`src/rtl/syn_fifo_pkg.sv`:
```
// Shared constants for the synchronous FIFO and its storage array.
package syn_fifo_pkg;

    // Default data word width in bits.
    localparam int DEFAULT_WIDTH     = 8;

    // Default storage depth in words; must be a power of two, at least 2.
    localparam int DEFAULT_FIFO_SIZE = 16;

endpackage

```
`src/rtl/fifo_mem.sv`:
```
// FIFO storage: register array with one synchronous write port and an
// address-indexed combinational read port. Contents are not reset.
module fifo_mem #(
    parameter int WIDTH      = 8,
    parameter int DEPTH      = 16,
    parameter int ADDR_WIDTH = $clog2(DEPTH)
) (
    input  logic                  clk,
    input  logic                  i_wr_en,
    input  logic [ADDR_WIDTH-1:0] i_waddr,
    input  logic [WIDTH-1:0]      i_wdata,
    input  logic [ADDR_WIDTH-1:0] i_raddr,
    output logic [WIDTH-1:0]      o_rdata
);

    logic [WIDTH-1:0] r_mem [DEPTH];

    // Store the incoming word at the write address on an accepted write.
    always_ff @(posedge clk) begin
        if (i_wr_en) begin
            r_mem[i_waddr] <= i_wdata;
        end
    end

    assign o_rdata = r_mem[i_raddr];

endmodule

```
`src/rtl/syn_fifo.sv`:
```
// Single-clock FIFO: wrap-bit pointers, combinational full/empty flags,
// registered read data and one-cycle overflow/underflow pulses.
module syn_fifo
    import syn_fifo_pkg::*;
#(
    parameter int WIDTH     = DEFAULT_WIDTH,
    parameter int FIFO_SIZE = DEFAULT_FIFO_SIZE,
    parameter int PTR_WIDTH = $clog2(FIFO_SIZE)
) (
    input  logic             clk,
    input  logic             res,
    input  logic             wr_en,
    input  logic             rd_en,
    input  logic [WIDTH-1:0] wdata,
    output logic [WIDTH-1:0] rdata,
    output logic             full,
    output logic             overflow,
    output logic             empty,
    output logic             underflow
);

    localparam logic [PTR_WIDTH:0] PTR_ONE = {{PTR_WIDTH{1'b0}}, 1'b1};

    logic [PTR_WIDTH:0] r_wr_ptr;
    logic [PTR_WIDTH:0] r_rd_ptr;
    logic [WIDTH-1:0]   r_rdata;
    logic               r_overflow;
    logic               r_underflow;

    logic               w_full;
    logic               w_empty;
    logic               w_wr_ok;
    logic               w_rd_ok;
    logic [WIDTH-1:0]   w_mem_rdata;

    // Same address with matching wrap bits means no words held; with
    // differing wrap bits the writer is a full lap ahead.
    assign w_empty = (r_wr_ptr == r_rd_ptr);
    assign w_full  = (r_wr_ptr[PTR_WIDTH-1:0] == r_rd_ptr[PTR_WIDTH-1:0]) &&
                     (r_wr_ptr[PTR_WIDTH]     != r_rd_ptr[PTR_WIDTH]);

    // Acceptance uses the pre-edge flags, so a read cannot make room for a
    // write in the same cycle, nor a write feed a read.
    assign w_wr_ok = wr_en && !w_full;
    assign w_rd_ok = rd_en && !w_empty;

    fifo_mem #(
        .WIDTH      (WIDTH),
        .DEPTH      (FIFO_SIZE),
        .ADDR_WIDTH (PTR_WIDTH)
    ) u_mem (
        .clk     (clk),
        .i_wr_en (w_wr_ok),
        .i_waddr (r_wr_ptr[PTR_WIDTH-1:0]),
        .i_wdata (wdata),
        .i_raddr (r_rd_ptr[PTR_WIDTH-1:0]),
        .o_rdata (w_mem_rdata)
    );

    // Advance each pointer on an accepted access; wraps modulo 2*FIFO_SIZE.
    always_ff @(posedge clk or negedge res) begin
        if (!res) begin
            r_wr_ptr <= '0;
            r_rd_ptr <= '0;
        end else begin
            if (w_wr_ok) begin
                r_wr_ptr <= r_wr_ptr + PTR_ONE;
            end
            if (w_rd_ok) begin
                r_rd_ptr <= r_rd_ptr + PTR_ONE;
            end
        end
    end

    // Register the head word on an accepted read; hold otherwise.
    always_ff @(posedge clk or negedge res) begin
        if (!res) begin
            r_rdata <= '0;
        end else if (w_rd_ok) begin
            r_rdata <= w_mem_rdata;
        end
    end

    // Flag a rejected request for exactly the following cycle.
    always_ff @(posedge clk or negedge res) begin
        if (!res) begin
            r_overflow  <= 1'b0;
            r_underflow <= 1'b0;
        end else begin
            r_overflow  <= wr_en && w_full;
            r_underflow <= rd_en && w_empty;
        end
    end

    assign rdata     = r_rdata;
    assign full      = w_full;
    assign empty     = w_empty;
    assign overflow  = r_overflow;
    assign underflow = r_underflow;

endmodule

```
`config.mk`:
```
export PLATFORM = sky130hd
export DESIGN_NAME = syn_fifo
export DESIGN_NICKNAME = d
export VERILOG_FILES = /design/src/rtl/syn_fifo_pkg.sv /design/src/rtl/fifo_mem.sv /design/src/rtl/syn_fifo.sv
export SDC_FILE = /design/constraint.sdc
export NUM_CORES = 1
export LEC_CHECK = 0
export CAP_MARGIN = 20
export CORE_ASPECT_RATIO = 1.4
export CORE_MARGIN = 2
export CORE_UTILIZATION = 46
export DETAILED_ROUTE_END_ITERATION = 8
export GPL_ROUTABILITY_DRIVEN = 1
export SLEW_MARGIN = 20
export SYNTH_ARGS = -nofsm -noshare
export SYNTH_HDL_FRONTEND = slang
export SYNTH_SLANG_ARGS = --single-unit
```
`constraint.sdc`:
```
create_clock -name clk -period 5.05 [get_ports clk]
set_input_delay 1.01 -clock clk [delete_from_list [all_inputs] [get_ports clk]]
set_output_delay 1.01 -clock clk [all_outputs]
set_load 0.005 [all_outputs]
```
==> flow_metrics.tcl <==
set metrics [dict create \
    overflow 0 \
    synthTopCellsByArea "edfxtp_1, mux4_2, dfrtp_1" \
    synth-edff-count 128 \
    relSlewSlack_pct 48.0 \
    avgSynthCellArea_um2 20.6 \
    tightestPinTransition_ns 0.778 \
    timing.rr.end "u_mem.r_mem[12][5]" \
    fillCellCount 953 \
    worstSetupPathType "register to output pin" \
    ys_types 32 \
    drt-initial-drc-count 162 \
    crit_required_ns 4.04 \
    dieArea_mm2 0.0140 \
    fin_crit_ns 3.34 \
    p_leak_nw 2.43 \
    place_hpwl_mm 7.71 \
    start_util_pct 46.8 \
    ys_ff_latch 148 \
    hold_depth 1 \
    cts_setup_buffers 0 \
    gp_congestion 0.786 \
    drive_above_1_share_pct 22.7 \
    rows 49 \
    synthCells 291 \
    ant_nets 0 \
    r2r_cells 5 \
    finalSetupViolCount 0 \
    holdPathEnd "rdata[5]" \
    diodes 0 \
    nNetsFinal 339 \
    period_share_pct 66.2 \
    cts_resized 0 \
    rsz0062_at_grt "false" \
    final_common_cell "edfxtp_1" \
    reg2reg_slack_ns 2.49 \
    core_mm2 0.0128 \
    synthFlopType "edfxtp_1" \
    fin_tns_setup_ns 0 \
    hold_start "rdata[5]" \
    skew_ns 0.00919 \
    root_buffer "clkbuf_16" \
    drc 0 \
    dr.pass1.iters 4 \
    ys_seq_area_share_pct 72.5 \
    grt_pass1_vias 2981 \
    cts_sinks 148 \
    final_cell_mix "edfxtp_1, mux4_2, clkdlybuf4s50_1" \
    stdcell_count 488 \
    p_per_area_mw_per_mm2 593 \
    min_path_type "register to register" \
    cts_tree "yes" \
    drt-vias-per-instance 5.80 \
    synth.top_cell.area_share_pct 64.2 \
    cp_data_arrival_time_ns 2.33 \
    ios 24 \
    yosys.area.top_type "edfxtp_1" \
    dieWidth_um 100 \
    grt_max_degree 37 \
    reg2reg_from "r_rd_ptr[2]" \
    dp_cells 456 \
    cp-end-kind "output pin" \
    outcome "completed" \
    numCtsBuffers 17 \
    setup_ws_ns 1.71 \
    grt.total_usage_pct 18.5 \
    maxSlewViolCount 0 \
    port_buffers 23 \
    max-clock-path-buffers 2 \
    drt_wl_total_mm 11.7 \
    die-height_um 139 \
    hold_buffers 0 \
    syn_nets 308 \
    synth_area_mm2 0.00599 \
    crit_path_start "r_rd_ptr[2]" \
    syn_to_final_growth_pct 15.6 \
    cp-start-kind "register" \
    htree_levels 4 \
    clkTransAtPathRegs_ns 0.06 \
    wire_per_inst_um 24.1 \
    maxCapViolations 0 \
    max_freq_mhz 299 \
    crit_fanout 36 \
    hold_viol 0 \
    vias 2828 \
    peakVddDrop_uv 239 \
    clock_latency_ns 0.42 \
    pre_cts_ws_ns 2.09 \
    antenna_found_initial 0 \
    async_flop_share_pct 13.5 \
    grt_pass1_wl_mm 18.2 \
    yosys_warnings 0 \
]
[worst max path at each step]
stage / endpoint / slack [ns] / cells past startpoint
after detailed placement: u_mem.r_mem[12][5] / 2.09 / 4
after floorplan: u_mem.r_mem[3][0] / 2.89 / 2
after CTS: empty / 1.69 / 5
after global placement: u_mem.r_mem[9][0] / 2.10 / 4
after global routing: empty / 1.56 / 5
final: empty / 1.71 / 5
[state kept, by name (all words and copies together), names as in the netlist]
register	cells
u_mem.r_mem	128
rdata	8
r_rd_ptr	5
r_wr_ptr	5
overflow	1
underflow	1
[cell usage after synthesis (all sizes together) (2+ instances only)]
library cell	instances
a22oi	16
and2	2
and3	15
buf	9
clkbuf	5
dfrtp	20
edfxtp	128
ha	5
inv	4
mux2	10
mux4	32
nand2	8
nor2	4
nor2b	6
nor3	2
o211ai	4
xnor2	12
xor2	2
[report_power, final]
group / internal (mW) / switching, mW / leakage (nW)
clock network: 0.715 / 0.552 / 0.300
logic: 0.587 / 0.621 / 0.735
registers: 1.52 / 0.117 / 1.40
[layer usage]
metal	global-route usage, %	vias up	share of wire [%]
met1	23.6	1473	40
met5	0	-	0
met2	29.1	72	52
met4	8.72	0	4.0
met3	5.29	21	3.9
li1	-	1262	-
[per-stage QoR]
step	total power [mW]	utilization (%)	area [um^2]	hold slack [ns]
global route	4.30	54.1	6930	0.519
CTS	4.15	54.1	6930	0.511
global placement	2.86	49.4	6330	0.497
detailed placement	2.88	49.4	6330	0.497
floorplan	2.53	-	5990	0.502
finish	4.11	54.1	6930	0.509
[cell families (layout without fill, tap and decap cells)]
family,Yosys count,in the layout,synth area share (%)
muxes,42,42,15.0
AOI/OAI and AO/OA,24,24,3.20
adders and majority gates,5,5,1.04
and+or+nand+nor,40,40,3.76
DFF,148,148,72.5
xor gates and xnor gates,14,14,2.42
buffers and inverters,18,62,2.03
[worst max-delay path, cell delays in order (launching register included)]
cell and delay, ns:
dfrtp_1 0.33, buf_4 0.44, xnor2_2 0.19, nand4_2 0.27, nor2_1 0.17, clkdlybuf4s50_1 0.51
[area by class of cell]
| class | instances | area (um^2) | share of cell area, % |
|---|---|---|---|
| clock buffer | 17 | 425 | 6.14 |
| sequential | 148 | 4350 | 62.7 |
| inverter | 4 | 15.0 | 0.217 |
| multi-input combinational | 125 | 1530 | 22.0 |
| clock inverter | 15 | 178 | 2.56 |
| tap | 153 | 191 | 2.76 |
| timing repair buffer | 26 | 248 | 3.58 |
Note: power is estimated with default switching activity, not from simulation.
